--- config.mk ---
export PLATFORM = sky130hd
export DESIGN_NAME = maxpool_fc
export DESIGN_NICKNAME = d
export VERILOG_FILES = /design/src/rtl/maxpool_fc_pkg.sv /design/src/rtl/maxpool2x2_stream.sv /design/src/rtl/maxpool_fc.sv
export SDC_FILE = /design/constraint.sdc
export NUM_CORES = 1
export LEC_CHECK = 0
export CAP_MARGIN = 25
export CORE_AREA = 4 4 176 178
export CTS_CLUSTER_SIZE = 40
export DETAILED_ROUTE_END_ITERATION = 16
export DIE_AREA = 0 0 180 182
export PLACE_DENSITY = 0.64
export SYNTH_ARGS = -nofsm -noshare
export SYNTH_HDL_FRONTEND = slang
export SYNTH_SLANG_ARGS = --single-unit
--- constraint.sdc ---
create_clock -name clk -period 3.15 [get_ports clk]
set_input_delay 0.63 -clock clk [delete_from_list [all_inputs] [get_ports clk]]
set_output_delay 0.63 -clock clk [all_outputs]
set_load 0.01 [all_outputs]
--- src/rtl/maxpool_fc_pkg.sv ---
// Shared constants, FSM encoding and helpers for the max-pool + binary FC block.
package maxpool_fc_pkg;

    localparam int FMAP_W  = 24;                 // conv2 map width/height (even)
    localparam int POOL_W  = FMAP_W / 2;         // pooled map width/height
    localparam int N_POOL  = POOL_W * POOL_W;    // pooled values per image
    localparam int N_CLASS = 10;                 // FC outputs
    localparam int ACC_W   = 10;                 // signed score width
    localparam int PIX_W   = 5;                  // signed conv2 sample width
    localparam int CNT_W   = $clog2(FMAP_W);     // row/col counter width
    localparam int LB_AW   = $clog2(POOL_W);     // line-buffer address width
    localparam int IDX_W   = 8;                  // pooled index / weight address width

    typedef enum logic [1:0] {
        ST_IDLE  = 2'd0,
        ST_RUN   = 2'd1,
        ST_FLUSH = 2'd2,
        ST_DONE  = 2'd3
    } state_e;

    // Signed maximum of two samples.
    function automatic logic signed [PIX_W-1:0] smax(
        input logic signed [PIX_W-1:0] a,
        input logic signed [PIX_W-1:0] b
    );
        return (a > b) ? a : b;
    endfunction

endpackage

--- src/rtl/maxpool2x2_stream.sv ---
// Streaming 2x2/stride-2 max-pool over a raster-ordered map. Emits one
// binarised pooled value (1 when the window max is >= 0) per odd row/odd col.
module maxpool2x2_stream
    import maxpool_fc_pkg::*;
(
    input  logic             clk,
    input  logic             rstn,
    input  logic             clear_i,
    input  logic             en_i,
    input  logic [PIX_W-1:0] din_i,
    output logic             pooled_valid_o,
    output logic             pooled_bit_o,
    output logic [IDX_W-1:0] pooled_idx_o
);

    logic [CNT_W-1:0]        col_q;
    logic [CNT_W-1:0]        row_q;
    logic signed [PIX_W-1:0] pair_q;
    logic signed [PIX_W-1:0] linebuf_q [POOL_W];

    logic [LB_AW-1:0]        lb_idx;
    logic [LB_AW-1:0]        row_half;
    logic signed [PIX_W-1:0] din_s;
    logic signed [PIX_W-1:0] lb_rd;
    logic signed [PIX_W-1:0] pm;
    logic signed [PIX_W-1:0] pooled;

    assign lb_idx   = col_q[CNT_W-1:1];
    assign row_half = row_q[CNT_W-1:1];
    assign din_s    = $signed(din_i);
    assign lb_rd    = linebuf_q[lb_idx];

    // Horizontal pair max, then vertical max against the stored upper row.
    assign pm     = smax(pair_q, din_s);
    assign pooled = smax(lb_rd, pm);

    assign pooled_valid_o = en_i & col_q[0] & row_q[0];
    assign pooled_bit_o   = ~pooled[PIX_W-1];
    assign pooled_idx_o   = IDX_W'(row_half) * IDX_W'(POOL_W) + IDX_W'(lb_idx);

    // Raster counters and the even-column hold register.
    always_ff @(posedge clk or negedge rstn) begin
        if (!rstn) begin
            col_q  <= '0;
            row_q  <= '0;
            pair_q <= '0;
        end else if (clear_i) begin
            col_q  <= '0;
            row_q  <= '0;
            pair_q <= '0;
        end else if (en_i) begin
            if (!col_q[0]) begin
                pair_q <= din_s;
            end
            if (col_q == CNT_W'(FMAP_W - 1)) begin
                col_q <= '0;
                row_q <= (row_q == CNT_W'(FMAP_W - 1)) ? '0 : row_q + 1'b1;
            end else begin
                col_q <= col_q + 1'b1;
            end
        end
    end

    genvar gi;
    generate
        for (gi = 0; gi < POOL_W; gi++) begin : g_lb
            // Line-buffer entry: captures the horizontal max on even rows.
            always_ff @(posedge clk or negedge rstn) begin
                if (!rstn) begin
                    linebuf_q[gi] <= '0;
                end else if (en_i && col_q[0] && !row_q[0] && lb_idx == LB_AW'(gi)) begin
                    linebuf_q[gi] <= pm;
                end
            end
        end
    endgenerate

endmodule

--- src/rtl/maxpool_fc.sv ---
// Max-pool front end feeding a 144->10 binary (XNOR, +-1) fully-connected layer.
// Owns the control FSM, weight-ROM address, accumulators and the done pulse.
module maxpool_fc
    import maxpool_fc_pkg::*;
(
    input  logic         clk,
    input  logic         rstn,
    input  logic         start,
    input  logic         maxpool_valid,
    input  logic [4:0]   conv2_result_sum0,
    output logic [7:0]   fc_w_addr,
    input  logic [9:0]   fc_w_data,
    output logic [9:0]   fc_result_0,
    output logic [9:0]   fc_result_1,
    output logic [9:0]   fc_result_2,
    output logic [9:0]   fc_result_3,
    output logic [9:0]   fc_result_4,
    output logic [9:0]   fc_result_5,
    output logic [9:0]   fc_result_6,
    output logic [9:0]   fc_result_7,
    output logic [9:0]   fc_result_8,
    output logic [9:0]   fc_result_9,
    output logic         fc_result_valid
);

    state_e           state_q;
    logic [IDX_W-1:0] addr_q;
    logic             v1_q, v2_q;
    logic             bit1_q, bit2_q;
    logic             last1_q, last2_q;
    logic             valid_q;

    logic             pool_en;
    logic             pooled_valid;
    logic             pooled_bit;
    logic [IDX_W-1:0] pooled_idx;
    logic             pooled_last;
    logic [ACC_W-1:0] acc_bus [N_CLASS];

    // Samples are only accepted while running; start takes priority and drops the sample.
    assign pool_en     = (state_q == ST_RUN) && maxpool_valid && !start;
    assign pooled_last = pooled_valid && (pooled_idx == IDX_W'(N_POOL - 1));

    maxpool2x2_stream u_pool (
        .clk            (clk),
        .rstn           (rstn),
        .clear_i        (start),
        .en_i           (pool_en),
        .din_i          (conv2_result_sum0),
        .pooled_valid_o (pooled_valid),
        .pooled_bit_o   (pooled_bit),
        .pooled_idx_o   (pooled_idx)
    );

    // Control FSM plus the address/data alignment pipeline (address, ROM, accumulate).
    always_ff @(posedge clk or negedge rstn) begin
        if (!rstn) begin
            state_q <= ST_IDLE;
            addr_q  <= '0;
            v1_q    <= 1'b0;
            v2_q    <= 1'b0;
            bit1_q  <= 1'b0;
            bit2_q  <= 1'b0;
            last1_q <= 1'b0;
            last2_q <= 1'b0;
            valid_q <= 1'b0;
        end else begin
            valid_q <= 1'b0;
            if (start) begin
                state_q <= ST_RUN;
                addr_q  <= '0;
                v1_q    <= 1'b0;
                v2_q    <= 1'b0;
                bit1_q  <= 1'b0;
                bit2_q  <= 1'b0;
                last1_q <= 1'b0;
                last2_q <= 1'b0;
            end else begin
                v1_q    <= pooled_valid;
                bit1_q  <= pooled_bit;
                last1_q <= pooled_last;
                if (pooled_valid) begin
                    addr_q <= pooled_idx;
                end
                v2_q    <= v1_q;
                bit2_q  <= bit1_q;
                last2_q <= last1_q;
                case (state_q)
                    ST_RUN: begin
                        if (pooled_last) begin
                            state_q <= ST_FLUSH;
                        end
                    end
                    ST_FLUSH: begin
                        // Last product is accumulated on this edge; scores are final next cycle.
                        if (last2_q) begin
                            state_q <= ST_DONE;
                            valid_q <= 1'b1;
                        end
                    end
                    default: ;
                endcase
            end
        end
    end

    genvar gi;
    generate
        for (gi = 0; gi < N_CLASS; gi++) begin : g_acc
            logic signed [ACC_W-1:0] acc_q;
            logic signed [ACC_W-1:0] step;

            assign step        = (bit2_q ~^ fc_w_data[gi]) ? ACC_W'(1) : '1;
            assign acc_bus[gi] = acc_q;

            // Per-class +-1 accumulation, one product per pooled value.
            always_ff @(posedge clk or negedge rstn) begin
                if (!rstn) begin
                    acc_q <= '0;
                end else if (start) begin
                    acc_q <= '0;
                end else if (v2_q) begin
                    acc_q <= acc_q + step;
                end
            end
        end
    endgenerate

    assign fc_w_addr       = addr_q;
    assign fc_result_valid = valid_q;
    assign fc_result_0     = acc_bus[0];
    assign fc_result_1     = acc_bus[1];
    assign fc_result_2     = acc_bus[2];
    assign fc_result_3     = acc_bus[3];
    assign fc_result_4     = acc_bus[4];
    assign fc_result_5     = acc_bus[5];
    assign fc_result_6     = acc_bus[6];
    assign fc_result_7     = acc_bus[7];
    assign fc_result_8     = acc_bus[8];
    assign fc_result_9     = acc_bus[9];

endmodule

Word level (Yosys, flattened, before mapping)
Index checks and enable logic that the tools add are counted.
{ "classes": {"n_addsub": 13, "mul": 1, "n_div": 0, "order_cmp": 3, "n_eq_ne": 19, "n_shift": 0, "mux": 60, "bitwise": 14, "reduce_logical": 28} }
{ "ops": {"columns": ["cell", "n"], "rows": [
  ["$mux 10", 30],
  ["$add 10x10->10", 10],
  ["$mux 5", 14],
  ["$bmux 5 s4", 1],
  ["$logic_and 1x1->1", 17],
  ["$eq 4x3->1 const B", 4],
  ["$eq 4x4->1 const B", 4],
  ["$mux 8", 2],
  ["$add 5x1->5 const B", 2],
  ["$eq 5x5->1 const B", 2],
  ["$gt 5x5->1", 2],
  ["$xnor 1x1->1", 10],
  ["$mux 1", 9],
  ["$add 8x4->8", 1],
  ["$eq 4x2->1 const B", 2],
  ["$eq 8x8->1 const B", 1],
  ["$reduce_bool 2->1", 4],
  ["$mul 4x2->6 const B", 1],
  ["$mux 2", 3],
  ["$ne 3x3->1 const B", 2],
  ["$ge 5x5->1 const B", 1],
  ["$not 4->5", 1],
  ["$eq 4x1->1 const B", 1],
  ["$logic_not 4->1", 1],
  ["10 further kinds", 13]
]} }
{ "totals": {"reg_bits": 192, "latch_bits": 0, "mem_bits_rw": 0, "romBits": 0, "inputBits": 19, "out_inout_bits": 109, "wordCells": 172, "memories": 0} }

Longest topological paths before layout
{ "logic_depth": {"ltp_word": 9, "ltp_mapped": 14, "depth_no_buf": 13} }

By module
Synthesis repeated with hierarchy kept, for this count alone.
{ "hier_totals": {"cells_unflattened": 1348, "hier_area_um2": 12060.3} }
{ "modules_own_cells": {"columns": ["mod", "instances", "cells_per_inst", "area_per_inst_um2", "seq_area_each_um2"], "rows": [
  ["maxpool_fc", 1, 944, 7996.4, 2927.8],
  ["maxpool2x2_stream", 1, 404, 4063.9, 1876.8]
]} }

Worst setup path before layout
No wires, ideal clock.
{ "synth_path": {"path_type": "input-to-reg", "from": "in conv2_result_sum0[2]", "to": "reg bit1_q", "t_arrival_ps": 3156, "required_time_ps": 3022, "setup_slack_ps": -134, "cell_stages": 14, "path_buffers": 1, "path_cell_list": "inv_1 -> ha_1 -> o21ai_0 -> a21oi_1 -> o311a_1 -> nor2_2 -> mux2i_1 -> clkbuf_1 -> ha_1 -> a21o_1 -> a31oi_1 -> a21boi_0 -> a41oi_1 -> mux2i_1"} }
{ "synth_between": {"elab_chain_cells": 6} }
{ "synth_lines": {"columns": ["element", "line", "rtl"], "rows": [
  ["start, declared", "maxpool_fc.sv:10", "input logic [4:0] conv2_result_sum0,"],
  ["$gt 5x5->1", "maxpool_fc_pkg.sv:26", "return (a > b) ? a : b;"],
  ["$mux 5 (*)", "maxpool_fc_pkg.sv:26", null],
  ["$gt 5x5->1", "maxpool_fc_pkg.sv:26", null],
  ["$mux 5 (*)", "maxpool_fc_pkg.sv:26", null],
  ["$not 1->1 (*)", "maxpool2x2_stream.sv:38", "assign pooled_bit_o = ~pooled[PIX_W-1];"],
  ["$mux 1 (*)", "maxpool_fc.sv:69", "if (start) begin"],
  ["end signal, assigned", "maxpool_fc.sv:80", "bit1_q <= pooled_bit;"],
  ["end, declared", "maxpool_fc.sv:29", "logic bit1_q, bit2_q;"]
]} }
Every way passes the cells marked *; elsewhere a longest branch is shown, timed or not.
A chain may end at the register's enable or synchronous reset.

Final worst setup path
Same ends and word-level chain as after synthesis.

==> run_results.csv <==
group,metric,value,unit
status,outcome,"completed",
floorplanning,ios,128,
global_routing,grt_pass1_vias,9860,
sta,finalCritPeriodShare,98.5,%
synthesis,synthCells,1240,
synthesis,synthMuxAreaShare,9.14,%
routing,vias_per_cell,5.41,
place,hpwl,21800,um
sta,slew_violations,0,
synthesis,syn_nets,1370,
floorplanning,start_util,41.3,%
synthesis,async_flop_share,100,%
power,power.density,433,mW/mm2
synthesis,synth.avg_cell_area,9.80,um2
cells_and_area,fillers,2674,
critical_path,cp_top_family,"compound AO/OA/AOI/OAI gates",
clocking,cts_setup_buffers,0,
routing,detail-route-antenna-nets,0,
global_routing,grt_max_degree,85,
cells_and_area,area_delta_synth_final,24.7,%
clocking,tritoncts,"yes",
floorplanning,chipHeight,182,um
place,gp_congestion,0.902,
clocking,clk_pin_slew_worst_paths,0.08,ns
synthesis,netlist_area,0.0121,mm2
critical_path,path_cells,"clkdlybuf4s50_1, inv_2, ha_4, o21ai_1, a21oi_2, o311a_1, nor2_2, mux2i_1, buf_4, ha_4, a21o_1, a31oi_2, a21boi_2, a41oi_2, mux2i_1",
critical_path,rr_startpoint,"bit2_q",
place,dp.cells,1806,
clocking,cts_buffers,17,
power,peakVddDrop,0.326,mV
synthesis,synth_simple_gate_area_share,12.6,%
job,cap_violations,0,
floorplanning,rows,63,
floorplanning,die-area,0.0328,mm2
critical_path,crit_buf_inv,3,
synthesis,synthDistinctLibCells,56,
critical_path,worstPathRequired,3.47,ns
sta,slew_headroom,51.3,%
synthesis,synth_edf_count,0,
synthesis,ys_ff_latch,192,
global_routing,grt_use_total,18.6,%
sta,finalCriticalPeriod,3.10,ns
synthesis,synth_top_family_by_area,"compound AO/OA/AOI/OAI gates",
cells_and_area,drive_gt1_share,14.2,%
synthesis,synth_compound_area_share,17.0,%
power,p_leak,6.75,nW
cells_and_area,seq_area,0.00481,mm2
sta,fmax,0.322,GHz
place,io_buffers,127,
global_routing,antenna_found_initial,0,
critical_path,worst_ep_arrival_time,3.43,ns
synthesis,ys_warn_count,0,
cells_and_area,nNetsFinal,1565,
power,fin_total_pwr,0.00656,W
critical_path,crit_start,"conv2_result_sum0[2]",
synthesis,seq_area_frac_synth,39.6,%
clocking,clockRootBuffer,"clkbuf_16",
clocking,cts_resized,0,
synthesis,synthAdderAreaFrac,12.2,%
routing,routedWlPerCell,16.4,um
cells_and_area,multi_input_comb_area,0.00714,mm2
routing,first_pass_iters,5,
synthesis,synth_xor_area_share,6.97,%
clocking,cts.sinks,192,
clocking,htreeDepth,4,
routing,drt_iter0_drc,567,
cells_and_area,instances_no_fill,1838,
critical_path,cpMaxStageDelayCell,"clkdlybuf4s50_1",
floorplanning,coreArea,0.0294,mm2
synthesis,synth-main-ff-cell,"dfrtp_1",
floorplanning,die_w,180,um
routing,route.vias.total,9940,
critical_path,start_kind,"input pin",
sta,rsz0062_at_grt,"true",
sta,clock-skew-final,0.0139,ns
critical_path,path_class,"in -> reg",
critical_path,crit_path_end_kind,"flip-flop",
clocking,cts_buffer_depth,2,
sta,tightestPinTransition,0.731,ns
clocking,clk_latency,0.44,ns
routing,route.detailed.drc,0,
global_routing,grt_pass1_wl,50700,um
critical_path,cpPeakStageDelay,0.49,ns
clocking,cts_hold_buffers,0,
routing,wl,30100,um
cells_and_area,diodes,0,
worst_hold_path,worstHoldPathType,"in -> async",
sta,setup_violations,0,
critical_path,crit_fanout,2,
global_routing,grt_overflow,0,
sta,final_hold_viol_count,0,
stage by stage:
step / instance area, um2 / util (%) / setup TNS, ns / setup slack [ns] / hold WS, ns
2_1_floorplan: 12200 / - / 0 / 0.000389 / 0.334
3_3_place_gp: 14600 / 49.5 / -0.874 / -0.343 / 0.456
3_5_place_dp: 14600 / 49.5 / -1.07 / -0.406 / 0.465
4_1_cts: 15100 / 51.4 / 0 / 0.0404 / 0.244
5_1_grt: 15200 / 51.5 / -0.0456 / -0.0382 / 0.257
6_report: 15200 / 51.5 / 0 / 0.0470 / 0.220
cells in the final DEF, fill, tap and decap left out, types with 5 or more instances in the layout:
master           synthesis  routed
dfrtp_1                192     191
nor2_1                 137     136
clkdlybuf4s50_1          0     125
nand2_1                114     114
o21ai_0                 98      97
ha_1                    99      95
buf_4                    2      94
a21oi_1                 76      75
xnor2_1                 72      72
mux2i_1                 49      47
nand3_1                 38      38
a211oi_1                37      37
a21o_1                  33      33
inv_1                   31      28
mux2_2                  25      25
o211ai_1                20      20
xor2_1                  22      18
clkbuf_16                0      17
nor2b_1                 16      16
mux4_2                  15      15
nor3_1                  14      14
fa_1                    12      12
a22o_1                  11      11
a31o_2                  10      10
or3_1                    9       9
a41oi_1                 10       9
a2bb2oi_1                8       8
inv_6                    0       5
Yosys cell counts (all sizes together), types with 22 or more instances:
| cell | number | area [um2] |
|---|---|---|
| xnor2 | 72 | 631 |
| a21o | 33 | 248 |
| mux2i | 49 | 490 |
| o21ai | 98 | 490 |
| nand2 | 114 | 428 |
| a21oi | 76 | 380 |
| nor2 | 138 | 521 |
| a211oi | 37 | 278 |
| xor2 | 22 | 193 |
| dfrtp | 192 | 4800 |
| inv | 31 | 116 |
| clkbuf | 25 | 93.8 |
| nand3 | 39 | 200 |
| mux2 | 25 | 282 |
| buf | 23 | 106 |
| ha | 99 | 1240 |
routing by layer:
metal / GRT usage (%) / part of all wire, % / vias to the layer above
met1: 24.7 / 46 / 4850
met2: 32.3 / 49 / 189
met4: 4.02 / 1.1 / 0
met5: 0 / 0 / -
met3: 2.82 / 3.5 / 26
li1: - / - / 4875
layout make-up:
class	instances	share of cell area (%)
well taps	390	3.22
inverters	31	0.768
clock buffers	17	2.81
repair buffers	224	13.5
flip-flops and latches	192	31.7
clock inverters	15	0.826
multi-input cells	969	47.1
report_power, final:
part | internal [W] | leakage [nW] | total (W) | switching [W]
combinational | 0.000896 | 3.82 | 0.00189 | 0.000993
sequential | 0.00252 | 2.66 | 0.00259 | 0.0000679
clock | 0.00104 | 0.271 | 0.00209 | 0.00105
total | 0.00445 | 6.75 | 0.00656 | 0.00211
flip-flops by register name, summed over array words and instances (netlist names), 2 cells and up:
signal            count
fc_result_0          10
fc_result_1          10
fc_result_2          10
fc_result_3          10
fc_result_4          10
fc_result_5          10
fc_result_6          10
fc_result_7          10
fc_result_8          10
fc_result_9          10
fc_w_addr             8
state_q               2
u_pool.col_q          5
u_pool.linebuf_q     60
u_pool.pair_q         5
u_pool.row_q          5
logic make-up after synthesis:
| group | count (synthesis) |
|---|---|
| AOI/OAI and AO/OA | 325 |
| xor gates and xnor gates | 95 |
| adders and majority gates | 111 |
| buffers and inverters | 79 |
| DFF | 192 |
| muxes | 89 |
| and+or+nand+nor | 349 |
worst register-to-register path, cell delays in order (launching register included):
cell	delay (ns)
dfrtp_1	0.56
buf_4	0.26
xor2_1	0.40
ha_1	0.33
a211oi_1	0.27
o211ai_1	0.18
a41oi_1	0.28
xnor2_1	0.17
a21oi_1	0.09
a31o_2	0.23
worst paths after layout:
path / slack (ns) / end / cells after the start
setup / recovery: 0.05 / bit1_q / 15
hold / removal: 0.22 / fc_result_1[1] / 1
setup reg to reg: 0.27 / fc_result_3[9] / 9
hold reg to reg: 0.48 / v2_q / 1
max in group asynchronous: 2.16 / v2_q / 2
min in group clk: 0.48 / v2_q / 1
No activity file was read; power rests on OpenSTA's default activity.
